==> src/rtl/fetch_queue_pkg.sv <==
// Shared types and sizing for the fetch queue.
//   fetch_entry_t : {pc, instr} pair held in the queue
//   FQ_DEPTH, FQ_XLEN, FQ_PTR_W : default sizing
package fetch_queue_pkg;

    localparam int unsigned FQ_DEPTH = 4;
    localparam int unsigned FQ_XLEN  = 32;
    localparam int unsigned FQ_PTR_W = $clog2(FQ_DEPTH);

    typedef struct packed {
        logic [FQ_XLEN-1:0] pc;
        logic [FQ_XLEN-1:0] instr;
    } fetch_entry_t;

endpackage

==> src/rtl/fetch_queue_if.sv <==
// Fetch / instruction-memory / decode signal bundle around the fetch queue.
//   master : fetch, memory and decode side (drives fetch_valid, fetch_pc, flush, imem_rdata, dec_ready)
//   slave  : fetch queue (drives fetch_stall, imem_req, imem_addr, dec_valid, dec_pc, dec_instr)
interface fetch_queue_if #(
    parameter int unsigned XLEN = 32
);
    logic            fetch_valid;
    logic [XLEN-1:0] fetch_pc;
    logic            fetch_stall;
    logic            flush;
    logic            imem_req;
    logic [XLEN-1:0] imem_addr;
    logic [XLEN-1:0] imem_rdata;
    logic            dec_valid;
    logic            dec_ready;
    logic [XLEN-1:0] dec_pc;
    logic [XLEN-1:0] dec_instr;

    modport master (
        output fetch_valid, fetch_pc, flush, imem_rdata, dec_ready,
        input  fetch_stall, imem_req, imem_addr, dec_valid, dec_pc, dec_instr
    );

    modport slave (
        input  fetch_valid, fetch_pc, flush, imem_rdata, dec_ready,
        output fetch_stall, imem_req, imem_addr, dec_valid, dec_pc, dec_instr
    );
endinterface

==> src/rtl/fetch_queue_fifo.sv <==
// DEPTH-entry circular FIFO of fetch_entry_t with synchronous clear.
//   clk, rst   : clock, asynchronous active-low reset
//   push, wr_data : write wr_data at tail
//   pop        : advance head
//   clear      : empty the FIFO (priority over push/pop)
//   count      : occupancy 0..DEPTH
//   head_data  : entry at head
module fetch_queue_fifo
    import fetch_queue_pkg::*;
#(
    parameter int unsigned DEPTH = FQ_DEPTH,
    localparam int unsigned PTR_W = $clog2(DEPTH),
    localparam int unsigned CNT_W = $clog2(DEPTH) + 1
) (
    input  logic             clk,
    input  logic             rst,
    input  logic             push,
    input  logic             pop,
    input  logic             clear,
    input  fetch_entry_t     wr_data,
    output logic [CNT_W-1:0] count,
    output fetch_entry_t     head_data
);

    fetch_entry_t     mem [DEPTH];
    logic [PTR_W-1:0] head;
    logic [PTR_W-1:0] tail;

    assign head_data = mem[head];

    // Pointers wrap naturally since DEPTH is a power of two.
    always_ff @(posedge clk or negedge rst) begin
        if (!rst) begin
            head  <= '0;
            tail  <= '0;
            count <= '0;
            for (int i = 0; i < int'(DEPTH); i++) begin
                mem[i] <= '0;
            end
        end else if (clear) begin
            head  <= '0;
            tail  <= '0;
            count <= '0;
        end else begin
            if (push) begin
                mem[tail] <= wr_data;
                tail      <= tail + PTR_W'(1);
            end
            if (pop) begin
                head <= head + PTR_W'(1);
            end
            case ({push, pop})
                2'b10:   count <= count + CNT_W'(1);
                2'b01:   count <= count - CNT_W'(1);
                default: count <= count;
            endcase
        end
    end

endmodule

==> src/rtl/fetch_queue.sv <==
// Fetch-to-decode queue: issues fetch PCs to a 1-cycle instruction memory,
// pairs each PC with its returned word, buffers the pairs and hands them to
// decode over valid/ready. Back-pressures fetch and squashes on flush.
//   clk, rst : clock, asynchronous active-low reset
//   bus      : fetch_queue_if.slave (fetch, imem and decode signals)
module fetch_queue
    import fetch_queue_pkg::*;
#(
    parameter int unsigned DEPTH = FQ_DEPTH,
    parameter int unsigned XLEN  = FQ_XLEN
) (
    input  logic          clk,
    input  logic          rst,
    fetch_queue_if.slave  bus
);

    localparam int unsigned CNT_W = $clog2(DEPTH) + 1;

    logic             inflight_valid;
    logic [XLEN-1:0]  inflight_pc;
    logic [CNT_W-1:0] count;
    fetch_entry_t     wr_data;
    fetch_entry_t     head_data;
    logic             issue;
    logic             push;
    logic             pop;

    // Stall reserves a slot for the read already in flight; registers only,
    // so a pop cannot release it in the same cycle.
    assign bus.fetch_stall = (count + CNT_W'(inflight_valid)) >= CNT_W'(DEPTH);

    // rst term keeps the strobe low while reset is held.
    assign issue         = rst & bus.fetch_valid & ~bus.fetch_stall & ~bus.flush;
    assign bus.imem_req  = issue;
    assign bus.imem_addr = bus.fetch_pc;

    assign bus.dec_valid = (count != '0) & ~bus.flush;
    assign pop           = bus.dec_valid & bus.dec_ready;
    assign push          = inflight_valid & ~bus.flush;

    assign wr_data.pc    = FQ_XLEN'(inflight_pc);
    assign wr_data.instr = FQ_XLEN'(bus.imem_rdata);
    assign bus.dec_pc    = XLEN'(head_data.pc);
    assign bus.dec_instr = XLEN'(head_data.instr);

    // One outstanding read tracked; its PC is paired with next cycle's data.
    always_ff @(posedge clk or negedge rst) begin
        if (!rst) begin
            inflight_valid <= 1'b0;
            inflight_pc    <= '0;
        end else begin
            inflight_valid <= issue;
            if (issue) begin
                inflight_pc <= bus.fetch_pc;
            end
        end
    end

    fetch_queue_fifo #(
        .DEPTH (DEPTH)
    ) u_fifo (
        .clk       (clk),
        .rst       (rst),
        .push      (push),
        .pop       (pop),
        .clear     (bus.flush),
        .wr_data   (wr_data),
        .count     (count),
        .head_data (head_data)
    );

endmodule

==> src/flat_wrapper.sv <==
// flat-port wrapper written by rule: the top's interface ports become plain ports
module fetch_queue_flat import fetch_queue_pkg::*;
#(
    parameter int unsigned DEPTH = FQ_DEPTH,
    parameter int unsigned XLEN  = FQ_XLEN
)
  (clk, rst, bus_fetch_valid, bus_fetch_pc, bus_flush, bus_imem_rdata, bus_dec_ready, bus_fetch_stall, bus_imem_req, bus_imem_addr, bus_dec_valid, bus_dec_pc, bus_dec_instr);
  fetch_queue_if #(.XLEN(XLEN)) bus_i ();
  input  logic clk;
  input  logic rst;
  input wire logic [$bits(bus_i.fetch_valid)-1:0] bus_fetch_valid;
  input wire logic [$bits(bus_i.fetch_pc)-1:0] bus_fetch_pc;
  input wire logic [$bits(bus_i.flush)-1:0] bus_flush;
  input wire logic [$bits(bus_i.imem_rdata)-1:0] bus_imem_rdata;
  input wire logic [$bits(bus_i.dec_ready)-1:0] bus_dec_ready;
  output wire logic [$bits(bus_i.fetch_stall)-1:0] bus_fetch_stall;
  output wire logic [$bits(bus_i.imem_req)-1:0] bus_imem_req;
  output wire logic [$bits(bus_i.imem_addr)-1:0] bus_imem_addr;
  output wire logic [$bits(bus_i.dec_valid)-1:0] bus_dec_valid;
  output wire logic [$bits(bus_i.dec_pc)-1:0] bus_dec_pc;
  output wire logic [$bits(bus_i.dec_instr)-1:0] bus_dec_instr;
  assign bus_i.fetch_valid = bus_fetch_valid;
  assign bus_i.fetch_pc = bus_fetch_pc;
  assign bus_i.flush = bus_flush;
  assign bus_i.imem_rdata = bus_imem_rdata;
  assign bus_i.dec_ready = bus_dec_ready;
  assign bus_fetch_stall = bus_i.fetch_stall;
  assign bus_imem_req = bus_i.imem_req;
  assign bus_imem_addr = bus_i.imem_addr;
  assign bus_dec_valid = bus_i.dec_valid;
  assign bus_dec_pc = bus_i.dec_pc;
  assign bus_dec_instr = bus_i.dec_instr;
  fetch_queue #(.DEPTH(DEPTH), .XLEN(XLEN)) u_core (.clk(clk), .rst(rst), .bus(bus_i));
endmodule
==> config.mk <==
export PLATFORM = sky130hd
export DESIGN_NAME = fetch_queue_flat
export DESIGN_NICKNAME = d
export VERILOG_FILES = /design/src/rtl/fetch_queue_pkg.sv /design/src/rtl/fetch_queue_if.sv /design/src/rtl/fetch_queue_fifo.sv /design/src/rtl/fetch_queue.sv /design/src/flat_wrapper.sv
export SDC_FILE = /design/constraint.sdc
export NUM_CORES = 1
export LEC_CHECK = 0
export CAP_MARGIN = 20
export CORE_ASPECT_RATIO = 0.8
export CORE_MARGIN = 4
export CORE_UTILIZATION = 30
export DETAILED_ROUTE_END_ITERATION = 8
export GPL_ROUTABILITY_DRIVEN = 0
export SLEW_MARGIN = 10
export SYNTH_ARGS = -nofsm -noshare
export SYNTH_HDL_FRONTEND = slang
export SYNTH_HIERARCHICAL = 1
export SYNTH_SLANG_ARGS = --single-unit
==> constraint.sdc <==
create_clock -name clk -period 3.6 [get_ports clk]
set_input_delay 0.36 -clock clk [delete_from_list [all_inputs] [get_ports clk]]
set_output_delay 0.36 -clock clk [all_outputs]
set_load 0.02 [all_outputs]
## Word-level counts from Yosys, hierarchy flattened

Index checks and enable logic that the tools add are counted.

| storage, ports and cells | value |
|---|---|
| register bits | 296 |
| input bits | 69 |
| output and inout bits | 99 |
| logic and storage cells | 52 |

| cells by class | value |
|---|---|
| $add $sub $neg | 5 |
| magnitude comparators | 4 |
| equality and inequality tests | 2 |
| multiplexer cells | 12 |
| bitwise operators | 10 |
| reduce and logical (&&, ||, !) cells | 6 |

Operator list:

| kind | count |
|---|---|
| bitwise mux 256 bit | 1 |
| two-way mux 64 bit | 3 |
| binary-select mux 64 bit (select 2 bit) | 1 |
| demux 64 bit (select 2 bit) | 1 |
| >= comparator 3 bit, second input constant | 3 |
| two-way mux 2 bit | 4 |
| AND 1 bit | 6 |
| inverter 2 -> 3 bit | 2 |
| case mux 3 bit (2 select lines) | 1 |
| nonzero test 3 bit | 2 |
| adder 2 x 1 -> 2 bit, second input constant | 2 |
| nonzero test 2 bit | 2 |
| adder 3 x 1 -> 3 bit | 1 |
| adder 3 x 1 -> 3 bit, second input constant | 1 |
| less-than comparator 3 x 1 -> 1 bit, second input constant | 1 |
| two-way mux 3 bit | 1 |
| subtractor 3 x 1 -> 3 bit, second input constant | 1 |
| == test 2 x 1 -> 1 bit, second input constant | 1 |
| == test 2 bit, second input constant | 1 |
| inverter 1 bit | 2 |
| AND reduction 2 bit | 1 |
| logical AND 1 bit | 1 |

## Longest topological paths before layout

| logic depth | value |
|---|---|
| depth after elaboration | 6 |
| depth in mapped cells | 8 |
| gate-level depth less buffers | 8 |

## Modules after synthesis

The synthesis kept the hierarchy.

Modules (own cells, without submodules):

| module | times used | cells an instance | area each (um^2) | seq. area each (um^2) |
|---|---|---|---|---|
| fetch_queue_fifo | 1 | 656 | 12548.3 | 6581.3 |
| fetch_queue | 1 | 109 | 1559.0 | 825.8 |

## Worst setup path after synthesis

OpenSTA, ideal clock, no wires.

| timing path | value |
|---|---|
| path type | reg2reg |
| start | register u_core.u_fifo.count[2] |
| end | register u_core.u_fifo.count[2] |
| setup time | 0.088 ns |
| data arrival time | 2.029 ns |
| data required time | 3.512 ns |
| path slack | 1.483 ns |
| cell stages (with the launch flop) | 9 |
| clock period less this slack | 2.117 ns |
| path through | dfrtp_1 -> nor3_1 -> nor2_1 -> and2_1 -> and2b_2 -> fa_1 -> and3b_2 -> o21ai_0 -> nor3b_1 |

| between the ends | value |
|---|---|
| longest elaborated chain between the ends | 6 |

RTL lines:

| item | line | RTL |
|---|---|---|
| start: declaration | fetch_queue_fifo.sv:21 | `output logic [CNT_W-1:0] count,` |
| start signal: assignment | fetch_queue_fifo.sv:53 | `2'b10: count <= count + CNT_W'(1);` |
| start signal: assignment | fetch_queue_fifo.sv:54 | `2'b01: count <= count - CNT_W'(1);` |
| start signal: assignment | fetch_queue_fifo.sv:55 | `default: count <= count;` |
| nonzero test 3 bit (*) | fetch_queue.sv:37 | `assign bus.dec_valid = (count != '0) & ~bus.flush;` |
| AND 1 bit (*) | fetch_queue.sv:37 |  |
| net bus_dec_valid | flat_wrapper.sv:19 | `output wire logic [$bits(bus_i.dec_valid)-1:0] bus_dec_valid;` |
| AND 1 bit (*) | fetch_queue.sv:38 | `assign pop = bus.dec_valid & bus.dec_ready;` |
| net u_core.pop | fetch_queue.sv:26 | `logic pop;` |
| == test 2 x 1 -> 1 bit or == test 2 bit (tied branches) | fetch_queue_fifo.sv:52 | `case ({push, pop})` |
| case mux 3 bit (2 select lines) | fetch_queue_fifo.sv:52 |  |
| two-way mux 3 bit | fetch_queue_fifo.sv:40 | `end else if (clear) begin` |

The timed path passes the listed nets; every way through them passes the cells marked *.
A chain may end at the register's enable or synchronous reset.

## Worst setup path in the final report

| timing path | value |
|---|---|
| start | register u_core.u_fifo.head[0] |
| end | output port bus_dec_instr[0] |

| between the ends | value |
|---|---|
| longest elaborated chain between the ends | 4 |

RTL lines:

| item | line | RTL |
|---|---|---|
| start: declaration | fetch_queue_fifo.sv:26 | `logic [PTR_W-1:0] head;` |
| start signal: assignment | fetch_queue_fifo.sv:50 | `head <= head + PTR_W'(1);` |
| inverter 2 -> 3 bit (implied by the code) | fetch_queue_fifo.sv:29 | `assign head_data = mem[head];` |
| binary-select mux 64 bit (select 2 bit) | fetch_queue_fifo.sv:29 |  |
| two-way mux 64 bit (implied by the code) (2 in a row) | fetch_queue_fifo.sv:29 |  |
| end: declaration | flat_wrapper.sv:21 | `output wire logic [$bits(bus_i.dec_instr)-1:0] bus_dec_instr;` |

Every way passes these cells. The select of a mux whose other input is x is not followed.

==> impl_metrics.env <==
export IMPL_cp_top_family="buffers and inverters"
export IMPL_required_ns=3.24
export IMPL_cts_setup_buffers=0
export IMPL_synth_xor_area_share_pct=0.373
export IMPL_worst_setup_path_type="reg2out"
export IMPL_yosysTopAreaCellShare_pct=52.5
export IMPL_cts_made_buffers=30
export IMPL_synthSimpleGateAreaFrac_pct=1.61
export IMPL_ant_nets=0
export IMPL_yosys_area_top_type="dfrtp_1"
export IMPL_drt_pass1_iterations=6
export IMPL_hold_viol=0
export IMPL_yosys_register_bits=296
export IMPL_slowest_stage="clkdlybuf4s50_1"
export IMPL_worstSetupEndpointType="output pin"
export IMPL_rows=70
export IMPL_netlist_instances=765
export IMPL_postPlaceCellArea_um2=16100
export IMPL_gr_total_overflow=0
export IMPL_drc=0
export IMPL_worst_r2r_cell_count=5
export IMPL_cts_tree="built"
export IMPL_maxSlewHeadroom_pct=39.5
export IMPL_comb_power_share_pct=20.7
export IMPL_skew_ns=0.00956
export IMPL_design_area_um2=17200
export IMPL_total_power_mw=9.05
export IMPL_clkTransAtPathRegs_ns=0.06
export IMPL_synth_most_common_cell="dfrtp_1"
export IMPL_drt_wirelength_per_cell_um=19.6
export IMPL_critical_path_max_fanout=63
export IMPL_grt_total_usage_pct=11.8
export IMPL_synthTopCellsByArea="dfrtp_1 (53%), mux2_4 (26%), mux4_2 (10%)"
export IMPL_swShare_pct=26.1
export IMPL_htree_levels=1
export IMPL_grt_pass1_wl_um=48100
export IMPL_slew_violations=0
export IMPL_hold_path_class="in2async"
export IMPL_rsz0062_at_grt="no"
export IMPL_period_needed_ns=3.13
export IMPL_min_period_over_period_pct=86.9
export IMPL_cap_violations=0
export IMPL_path_buf_inv=2
export IMPL_synth_warnings=6
export IMPL_tightest_slew_ns=0.907
export IMPL_arrival_ns=2.77
export IMPL_r2r_setup_slack_ns=1.36
export IMPL_synth_cell_types=32
export IMPL_seq_power_share_pct=43.3
export IMPL_insertion_delay_ns=0.57
export IMPL_io_buffers=167
export IMPL_cp_slowest_stage_delay_ns=0.61
export IMPL_die_h_um=202
export IMPL_synth_edf_count=0
export IMPL_start_kind="flip-flop"
export IMPL_via_count=6968
export IMPL_cts_resized=0
export IMPL_coreArea_um2=46100
export IMPL_synth_seq_area_share_pct=52.5
export IMPL_drt_vias_per_instance=4.51
export IMPL_die_area_um2=50600
export IMPL_hpwl_um=17700
export IMPL_status="completed"
export IMPL_initial_core_util_pct=30.6
export IMPL_crit_chain="buf_12 -> mux4_2 -> clkdlybuf4s50_1"
export IMPL_syn_nets=839
export IMPL_antenna_found_initial=0
export IMPL_grt_pass1_vias=7826
export IMPL_clock_sinks=296
export IMPL_clock_fmax_ghz=0.320
export IMPL_wl_um=30300
export IMPL_io_pins=168
export IMPL_ys_async_sr_fraction_pct=100
export IMPL_power_leakage_nw=8.22
export IMPL_die_w_um=250
export IMPL_synth_compound_area_share_pct=0.0355
export IMPL_cts_hold_buf=1
export IMPL_setup_viol=0
export IMPL_p_clk_share_pct=36.0
export IMPL_syn2layout_area_growth_pct=21.7
export IMPL_nFillCells=4336
export IMPL_drive_above_1_share_pct=46.6
export IMPL_avgSynthCellArea_um2=18.4
export IMPL_antennaDiodeCount=0
export IMPL_final_nets=985
export IMPL_power_density_nw_per_um2=527
export IMPL_p_int_mw=6.69
export IMPL_synth_area_mux_share_pct=39.9
export IMPL_vdd_drop_max_uv=378
export IMPL_grt_start_max_net_pins=145
export IMPL_cts_root_buf="clkbuf_16"
export IMPL_r2r_end="u_core/u_fifo/mem[239]"
export IMPL_clock_path_buffers=3
export IMPL_synthTopCellsByCount="dfrtp_1 (296), mux2_4 (240), mux4_2 (64)"
export IMPL_synthAdderAreaFrac_pct=0.497
export IMPL_setup_tns_ns=0
export IMPL_synth_top_family_by_area="multiplexers"
export IMPL_ys_flop_type="dfrtp_1"
export IMPL_worstReg2RegStart="u_core/inflight_valid"
export IMPL_syn_cell_area_um2=14100
export IMPL_finish_utilization_pct=37.3
export IMPL_power_switching_mw=2.36
export IMPL_drtIter0Drc=335
## worst register-to-register path, stage by stage, from the launching register on
cell and delay [ns]:
dfrtp_1 0.38, nor2b_1 0.19, nor2b_4 0.40, nand2_8 0.45, buf_4 0.40, mux2_4 0.31
## metal layers
| layer | vias up | global-route usage (%) | part of all wire [%] | wire length [um] |
|---|---|---|---|---|
| li1 | 3083 | - | - | - |
| met1 | 3713 | 17.7 | 51 | 15300 |
| met2 | 133 | 17.7 | 44 | 13200 |
| met3 | 39 | 2.43 | 3.9 | 1190 |
| met4 | 0 | 2.20 | 1.8 | 557 |
| met5 | - | 0 | 0 | 0 |
## worst max-delay path by stage
stage,from,to,slack [ns],depth (start not counted)
5_1_grt,u_core/u_fifo/head[0],bus_dec_pc[13],0.32,3
3_5_place_dp,bus_flush,u_core/u_fifo/mem[241],0.91,6
6_report,u_core/u_fifo/head[0],bus_dec_instr[0],0.47,3
3_3_place_gp,bus_flush,u_core/u_fifo/mem[246],0.92,6
4_1_cts,u_core/u_fifo/head[0],bus_dec_pc[13],0.37,3
2_1_floorplan,u_core/u_fifo/count[2],u_core/u_fifo/count[2],1.48,8
## through the flow
stage | hold slack, ns | cells | setup slack, ns
final | 0.201 | 1546 | 0.471
after global routing | 0.173 | 1546 | 0.317
after CTS | 0.161 | 1545 | 0.366
after detailed placement | 0.170 | 1489 | 0.910
after global placement | 0.170 | 1489 | 0.921
after floorplan | 0.0644 | 765 | 1.48
## power groups by stage
stage,logic [mW],clock network [mW],registers (mW)
final,1.87,3.25,3.92
after global routing,1.98,3.52,3.97
after CTS,1.90,3.38,3.92
after detailed placement,1.89,0,3.96
after global placement,1.87,0,3.97
after floorplan,1.14,0,3.88
## layout make-up
cell class | count | area [um2] | area share (%)
Clock inverter | 6 | 60.1 | 0.350
Timing Repair Buffer | 190 | 1950 | 11.4
Inverter | 2 | 7.51 | 0.0437
Clock buffer | 49 | 983 | 5.73
Sequential cell | 296 | 7410 | 43.2
Tap cell | 612 | 766 | 4.46
Multi-Input combinational cell | 391 | 5980 | 34.8
## sequential cells by signal, summed over array words and instances (netlist names)
name                   count
u_core/inflight_pc        32
u_core/inflight_valid      1
u_core/u_fifo/count        3
u_core/u_fifo/head         2
u_core/u_fifo/mem        256
u_core/u_fifo/tail         2
## layout by cell type (no fill, tap or decap), types with 3 or more instances in the layout
| cell | instances |
|---|---|
| dfrtp_1 | 294 |
| mux2_4 | 240 |
| clkdlybuf4s50_1 | 166 |
| mux4_2 | 64 |
| mux2_2 | 45 |
| clkbuf_16 | 31 |
| clkbuf_8 | 14 |
| buf_4 | 14 |
| buf_12 | 8 |
| nor2_1 | 7 |
| clkbuf_1 | 4 |
| xnor2_1 | 4 |
| nand2_8 | 4 |
| ha_1 | 4 |
| clkinv_2 | 3 |
| mux2_1 | 3 |
## logic make-up (layout without fill, tap and decap cells)
logic type,count (synthesis),count (layout)
mux,355,355
simple gates,24,24
buf+inv,78,247
compound gates,1,1
xor+xnor,6,6
flops,296,296
fa+ha+maj,5,5
Power figures use the tool's default switching activity.
